File: src/rtl/timer_display_pkg.sv
// Shared constants for the mm:ss display slice: field widths, digit slots,
// decoder codes and active-high segment patterns (bit 0 = a ... bit 6 = g).
package timer_pkg;

    localparam int unsigned SEC_W     = 7;
    localparam int unsigned MIN_W     = 4;
    localparam int unsigned SNAP_W    = MIN_W + SEC_W;
    localparam int unsigned COUNT_W   = 12;
    localparam int unsigned SEG_W     = 7;
    localparam int unsigned DIG_N     = 4;
    localparam int unsigned DIG_IDX_W = 2;
    localparam int unsigned CODE_W    = 4;

    localparam logic [DIG_IDX_W-1:0] DIG_SEC_ONES = 2'd0;
    localparam logic [DIG_IDX_W-1:0] DIG_SEC_TENS = 2'd1;
    localparam logic [DIG_IDX_W-1:0] DIG_MIN_ONES = 2'd2;
    localparam logic [DIG_IDX_W-1:0] DIG_MIN_TENS = 2'd3;

    localparam logic [SEC_W-1:0] SEC_MAX = 7'd59;

    localparam logic [CODE_W-1:0] CODE_DASH  = 4'd10;
    localparam logic [CODE_W-1:0] CODE_BLANK = 4'd11;

    localparam logic [SEG_W-1:0] SEG_0     = 7'b0111111;
    localparam logic [SEG_W-1:0] SEG_1     = 7'b0000110;
    localparam logic [SEG_W-1:0] SEG_2     = 7'b1011011;
    localparam logic [SEG_W-1:0] SEG_3     = 7'b1001111;
    localparam logic [SEG_W-1:0] SEG_4     = 7'b1100110;
    localparam logic [SEG_W-1:0] SEG_5     = 7'b1101101;
    localparam logic [SEG_W-1:0] SEG_6     = 7'b1111101;
    localparam logic [SEG_W-1:0] SEG_7     = 7'b0000111;
    localparam logic [SEG_W-1:0] SEG_8     = 7'b1111111;
    localparam logic [SEG_W-1:0] SEG_9     = 7'b1101111;
    localparam logic [SEG_W-1:0] SEG_DASH  = 7'b1000000;
    localparam logic [SEG_W-1:0] SEG_BLANK = 7'b0000000;

    // Returns {tens, ones}; tens saturates harmlessly above 99 since such
    // values are shown as dashes anyway.
    function automatic logic [2*CODE_W-1:0] split_dec(input logic [SEC_W-1:0] v);
        return {CODE_W'(v / 7'd10), CODE_W'(v % 7'd10)};
    endfunction

endpackage

File: src/rtl/timer_display_if.sv
// Display-side bundle: packed timer word and hold in, digit/segment drive out.
interface timer_display_if;
    import timer_pkg::*;

    logic [COUNT_W-1:0] count;
    logic               hold;
    logic [DIG_N-1:0]   an;
    logic [SEG_W-1:0]   seg;
    logic               dp;
    logic               err;

    modport master (
        output count,
        output hold,
        input  an,
        input  seg,
        input  dp,
        input  err
    );

    modport slave (
        input  count,
        input  hold,
        output an,
        output seg,
        output dp,
        output err
    );

endinterface

File: src/rtl/timer_display_seg7_decode.sv
// Digit code to active-high a..g pattern; 10 = dash, 11 and above = blank.
module seg7_decode
    import timer_pkg::*;
(
    input  logic [CODE_W-1:0] code,
    output logic [SEG_W-1:0]  seg
);

    always_comb begin
        seg = SEG_BLANK;
        case (code)
            4'd0:      seg = SEG_0;
            4'd1:      seg = SEG_1;
            4'd2:      seg = SEG_2;
            4'd3:      seg = SEG_3;
            4'd4:      seg = SEG_4;
            4'd5:      seg = SEG_5;
            4'd6:      seg = SEG_6;
            4'd7:      seg = SEG_7;
            4'd8:      seg = SEG_8;
            4'd9:      seg = SEG_9;
            CODE_DASH: seg = SEG_DASH;
            default:   seg = SEG_BLANK;
        endcase
    end

endmodule

File: src/rtl/timer_display.sv
// Four-digit multiplexed mm:ss display driver with a once-per-scan snapshot
// of the timer word, leading-zero blanking and out-of-range seconds flag.
module timer_display
    import timer_pkg::*;
#(
    parameter int unsigned REFRESH_DIV    = 50000,
    parameter bit          SEG_ACTIVE_LOW = 1'b1,
    parameter bit          BLANK_LEAD     = 1'b1
) (
    input  logic           clk,
    input  logic           rst,
    timer_display_if.slave bus
);

    localparam int unsigned          PRESC_W    = $clog2(REFRESH_DIV);
    localparam logic [PRESC_W-1:0]   PRESC_LAST = PRESC_W'(REFRESH_DIV - 1);
    localparam logic [DIG_N-1:0]     AN_OFF     = {DIG_N{SEG_ACTIVE_LOW}};
    localparam logic [SEG_W-1:0]     SEG_OFF    = {SEG_W{SEG_ACTIVE_LOW}};

    logic [PRESC_W-1:0]   presc_q, presc_d;
    logic [DIG_IDX_W-1:0] digit_idx_q, digit_idx_d;
    logic [SNAP_W-1:0]    snap_q, snap_d;
    logic                 tc;

    logic [MIN_W-1:0]     min_val;
    logic [SEC_W-1:0]     sec_val;
    logic [2*CODE_W-1:0]  min_dec, sec_dec;
    logic                 sec_err;
    logic [CODE_W-1:0]    code;
    logic [SEG_W-1:0]     pattern;
    logic [DIG_N-1:0]     an_act;

    logic [DIG_N-1:0]     an_q, an_d;
    logic [SEG_W-1:0]     seg_q, seg_d;
    logic                 dp_q, dp_d;
    logic                 err_q, err_d;

    logic                 unused_count_msb;
    assign unused_count_msb = bus.count[COUNT_W-1];

    always_comb begin
        tc          = (presc_q == PRESC_LAST);
        presc_d     = tc ? '0 : presc_q + PRESC_W'(1);
        digit_idx_d = tc ? digit_idx_q + DIG_IDX_W'(1) : digit_idx_q;
        snap_d      = snap_q;
        // Load only at the end of the last slot so a whole scan shows one value.
        if (tc && (digit_idx_q == DIG_MIN_TENS) && !bus.hold) begin
            snap_d = bus.count[SNAP_W-1:0];
        end
    end

    assign min_val = snap_q[SNAP_W-1:SEC_W];
    assign sec_val = snap_q[SEC_W-1:0];
    assign min_dec = split_dec(SEC_W'(min_val));
    assign sec_dec = split_dec(sec_val);
    assign sec_err = (sec_val > SEC_MAX);

    always_comb begin
        code = CODE_BLANK;
        case (digit_idx_q)
            DIG_SEC_ONES: code = sec_err ? CODE_DASH : sec_dec[CODE_W-1:0];
            DIG_SEC_TENS: code = sec_err ? CODE_DASH : sec_dec[2*CODE_W-1:CODE_W];
            DIG_MIN_ONES: code = min_dec[CODE_W-1:0];
            DIG_MIN_TENS: begin
                if (BLANK_LEAD && (min_dec[2*CODE_W-1:CODE_W] == '0)) begin
                    code = CODE_BLANK;
                end else begin
                    code = min_dec[2*CODE_W-1:CODE_W];
                end
            end
            default:      code = CODE_BLANK;
        endcase
    end

    seg7_decode u_seg7_decode (
        .code (code),
        .seg  (pattern)
    );

    // Everything is active-high up to here; XOR with the off pattern applies
    // the pad polarity in one place.
    always_comb begin
        an_act = DIG_N'(1) << digit_idx_q;
        an_d   = an_act ^ AN_OFF;
        seg_d  = pattern ^ SEG_OFF;
        dp_d   = (digit_idx_q == DIG_MIN_ONES) ^ SEG_ACTIVE_LOW;
        err_d  = sec_err;
    end

    always_ff @(posedge clk or negedge rst) begin
        if (!rst) begin
            presc_q     <= '0;
            digit_idx_q <= DIG_SEC_ONES;
            snap_q      <= '0;
            an_q        <= AN_OFF;
            seg_q       <= SEG_OFF;
            dp_q        <= SEG_ACTIVE_LOW;
            err_q       <= 1'b0;
        end else begin
            presc_q     <= presc_d;
            digit_idx_q <= digit_idx_d;
            snap_q      <= snap_d;
            an_q        <= an_d;
            seg_q       <= seg_d;
            dp_q        <= dp_d;
            err_q       <= err_d;
        end
    end

    assign bus.an  = an_q;
    assign bus.seg = seg_q;
    assign bus.dp  = dp_q;
    assign bus.err = err_q;

endmodule

File: src/flat_wrapper.sv
// flat-port wrapper written by rule: the top's interface ports become plain ports
module timer_display_flat import timer_pkg::*;
#(
    parameter int unsigned REFRESH_DIV    = 50000,
    parameter bit          SEG_ACTIVE_LOW = 1'b1,
    parameter bit          BLANK_LEAD     = 1'b1
)
  (clk, rst, bus_count, bus_hold, bus_an, bus_seg, bus_dp, bus_err);
  timer_display_if bus_i ();
  input  logic clk;
  input  logic rst;
  input wire logic [$bits(bus_i.count)-1:0] bus_count;
  input wire logic [$bits(bus_i.hold)-1:0] bus_hold;
  output wire logic [$bits(bus_i.an)-1:0] bus_an;
  output wire logic [$bits(bus_i.seg)-1:0] bus_seg;
  output wire logic [$bits(bus_i.dp)-1:0] bus_dp;
  output wire logic [$bits(bus_i.err)-1:0] bus_err;
  assign bus_i.count = bus_count;
  assign bus_i.hold = bus_hold;
  assign bus_an = bus_i.an;
  assign bus_seg = bus_i.seg;
  assign bus_dp = bus_i.dp;
  assign bus_err = bus_i.err;
  timer_display #(.REFRESH_DIV(REFRESH_DIV), .SEG_ACTIVE_LOW(SEG_ACTIVE_LOW), .BLANK_LEAD(BLANK_LEAD)) u_core (.clk(clk), .rst(rst), .bus(bus_i));
endmodule
File: config.mk
export PLATFORM = sky130hd
export DESIGN_NAME = timer_display_flat
export DESIGN_NICKNAME = d
export VERILOG_FILES = /design/src/rtl/timer_display_pkg.sv /design/src/rtl/timer_display_if.sv /design/src/rtl/timer_display_seg7_decode.sv /design/src/rtl/timer_display.sv /design/src/flat_wrapper.sv
export SDC_FILE = /design/constraint.sdc
export NUM_CORES = 1
export LEC_CHECK = 0
export CAP_MARGIN = 20
export CORE_MARGIN = 2
export CORE_UTILIZATION = 60
export DETAILED_ROUTE_END_ITERATION = 10
export PLACE_DENSITY = 0.85
export SETUP_SLACK_MARGIN = 0.2
export SYNTH_ARGS = -nofsm -noshare
export SYNTH_HDL_FRONTEND = slang
export SYNTH_SLANG_ARGS = --single-unit
export TNS_END_PERCENT = 50
File: constraint.sdc
create_clock -name clk -period 6.1 [get_ports clk]
set_input_delay 1.83 -clock clk [delete_from_list [all_inputs] [get_ports clk]]
set_output_delay 1.83 -clock clk [all_outputs]
set_load 0.005 [all_outputs]
==> metrics.md <==
| Metric | Value |
|---|---|
| CTS tree | `built` |
| Final Critical Period | `between 3000 and 4000 ps` |
| Mux share of post-synthesis cell area | `between 7 and 8%` |
| CTS Hold Bufs | `0` |
| Most frequent cells in the layout | `30 x dfrtp_1, 25 x clkdlybuf4s50_1, 17 x nor2_1` |
| Worst Path Arrival | `between 3000 and 4000 ps` |
| DIE AREA | `4600 sq um` |
| Synthesized area | `approximately 2400 sq um` |
| Detail Placement HPWL | `approximately 2900 microns` |
| Deepest clock path buffer count | `2` |
| Critical path cell sequence | `nand2b_2 -> xnor2_1 -> a221o_2 -> inv_2 -> ha_1 -> a221oi_1 -> a311oi_1 -> xnor2_1 -> o22ai_4 -> inv_2 -> ha_1 -> nand2b_1 -> a22oi_1` |
| DR WL/cell | `13.3 microns` |
| Outcome | `completed` |
| Cell count after synthesis | `about 230` |
| Pwr dens | `173 nW/um^2` |
| DRT Wirelength | `between 4000 and 5000 microns` |
| Clock latency at the later pin of the worst-skew pair | `290 ps` |
| Worst Tran Pin Value | `approximately 880 ps` |
| Max Slew Vio Count | `0` |
| TritonCTS Buffers | `5` |
| Initial Utilization | `around three fifths` |
| Setup_tns | `0 ps` |
| GRT overflow | `0` |
| Fill count | `~300` |
| Startpoint Class | `flip-flop` |
| Synth top area share | `between 30% and 40%` |
| 1st-iter DRT viols | `~100` |
| I/O Buffers | `26` |
| XOR/XNOR Fraction of Synth Area | `6.81%` |
| Initial antenna violation count | `0` |
| Synth-to-layout area growth | `14.6%` |
| Ratio of cells with drive above 1 in the final layout | `around 17%` |
| Vias in the first global route | `roughly 1.6k` |
| Largest family of logic cells by synthesized area | `simple AND/OR/NAND/NOR gates` |
| Largest net degree at the start of global routing | `42` |
| GRT Resource Usage Total | `between 20% and 30%` |
| Gp weighted congestion | `0.813` |
| Req. time, crit path | `roughly 6300 ps` |
| Yosys top cell by area | `dfrtp_1` |
| EDFF count, synth | `0` |
| Slowest stage delay, CP | `about 550 ps` |
| Final ANT Viol Nets | `0` |
| Synth Flop Type | `dfrtp_1` |
| Distinct cells, synth | `54` |
| Vias/cell | `5.61` |
| HP Class | `flip-flop to flip-flop` |
| Sequential-to-total area share from yosys stat | `42.5%` |
| Max Fclk | `around 290 MHz` |
| YS warnings | `0` |
| DIE WIDTH | `a little under 70 microns` |
| First-pass GRT wire length | `around 7000 microns` |
| Setup repair bufs after CTS | `0` |
| Register bit count reported by yosys | `41` |
| Worst Setup End Kind | `flip-flop` |
| Worst Skew | `roughly 4.5 ps` |
| Antenna fix cells | `0` |
| Complex-gate fraction of the synthesized area | `between 10% and 20%` |
| Post_cts resized | `0` |
| Row count | `23` |
| Async S/R FF share, synth | `between 90% and 100%` |
| Critical-path cell with the highest stage delay | `dfrtp_1` |
| Pleak | `roughly 0.0012 uW` |
| Final setup violation count | `0` |
| Core area | `3970 sq um` |
| Reg-to-reg slack, setup | `between 2000 and 3000 ps` |
| Syn_nets | `261` |
| Boundary pin count | `28` |
| Root Buffer | `clkbuf_8` |
| Post-synthesis adder-cell area fraction | `about 7.2%` |
| Nets | `approximately 290` |
| DRC | `0` |
| Mean Syn Cell Area | `~11 sq um` |
| Final Total Pwr | `485 uW` |
| Slew HR | `a little over two fifths` |
| Critical path type | `flip-flop to flip-flop` |
| Routed vias | `between 1.5k and 2k` |
| Clock sinks | `around 40` |
| Drt pass-1 iters | `4` |
| Clk slew on worst S/H paths | `roughly 80 ps` |
| Period Utilization, post-route | `between 50% and 60%` |
| CTS HTree Levels | `2` |
| Fin. Hold Viols | `0` |
| Unrepaired setup endpoints after global routing | `false` |
| Critical Path Fanout Max | `15` |
| Chip Height | `roughly 68 microns` |
| Maxcap violations | `0` |
| Worst vdd ir | `~0.00014 V` |
| Post-Synth Simple-Gate Area | `17.6%` |
| Commonest non-fill, non-tap cell in the layout | `dfrtp_1` |
| Area contributors post-synth | `dfrtp_1 31%, dfstp_2 12%, ha_1 7.2%` |
==> synthesized netlist by cell type, types with 3 or more instances <==
cell and n:
a22oi_1 5, nand3b_1 4, buf_4 3, buf_6 3, nand2_1 10, o21ai_0 6
nand2b_1 6, nor2_1 17, nand3_1 8, xor2_1 9, xnor2_1 10, and3_1 3
mux2i_1 4, ha_1 14, mux2_2 12, dfstp_2 11, dfrtp_1 30, nor2b_1 5
nor3b_1 4, a21oi_1 8, nor3_1 4, inv_1 15
==> where the power goes <==
part	total [uW]	internal (uW)	switching, uW
registers	272	272	0
clock network	200	104	95.8
logic	12.8	6.99	5.80
==> routing by layer <==
metal / share of wire [%] / wire [microns] / GRT usage, % / vias up
met3: 3.6 / 147 / 5.43 / 5
li1: - / - / - / 865
met2: 48 / 1940 / 31.4 / 26
met1: 48 / 1950 / 28.4 / 827
met5: 0 / 0 / 0 / -
met4: 0.96 / 39 / 7.75 / 0
==> registers in the layout, indices dropped and copies added (netlist names) <==
signal / count
u_core.presc_q: 16
u_core.snap_q: 11
u_core.bus.seg: 7
u_core.bus.an: 4
u_core.digit_idx_q: 2
u_core.bus.err: 1
==> critical path, delay by kind of cell (launching register included) <==
kind	cells	cell delay [ps]
flops	1	550
simple gates	2	470
compound gates	5	1360
fa+ha+maj	2	470
xor+xnor	2	330
buf+inv	2	140
==> per-stage QoR <==
stage                     hold slack [ps]  instances  util, %  setup slack (ps)  cell area (sq um)
after floorplan                       448        232        -              3260               2440
after global placement                473        299     67.9              2770               2700
after detailed placement              487        299     67.9              2740               2700
after CTS                             497        307     70.5              2690               2800
after global routing                  517        307     70.5              2320               2800
final                                 503        307     70.5              2690               2800
==> final cells by class <==
cell class / instances / area, sq um / share of cell area [%]
Clock buffer: 7 / 96.3 / 3.44
Clock inverter: 1 / 8.76 / 0.313
Inverter: 17 / 63.8 / 2.28
Multi-Input combinational cell: 164 / 1270 / 45.2
Sequential cell: 41 / 1040 / 37.1
Tap cell: 50 / 62.6 / 2.23
Timing Repair Buffer: 27 / 263 / 9.38
==> kinds of logic (layout without fill, tap and decap cells) <==
group	Yosys count	in the layout
AND/OR/NAND/NOR	75	75
flip-flops	41	41
AO/OA/AOI/OAI	40	40
buffers and inverters	27	52
XOR/XNOR	19	19
multiplexers	16	16
adder cells (fa/ha/maj)	14	14
==> worst paths after layout <==
| check | start | end | cells after the start |
|---|---|---|---|
| worst max-delay path | u_core.snap_q[3] | u_core.bus.seg[1] | 13 |
| worst min-delay path | u_core.presc_q[0] | u_core.presc_q[0] | 1 |
| worst max register to register | u_core.snap_q[3] | u_core.bus.seg[1] | 13 |
| worst min register to register | u_core.presc_q[0] | u_core.presc_q[0] | 1 |
| max in group asynchronous | rst | u_core.digit_idx_q[0] | 1 |
| min in group asynchronous | rst | u_core.snap_q[3] | 1 |
Note: power is estimated with default switching activity, not from simulation.
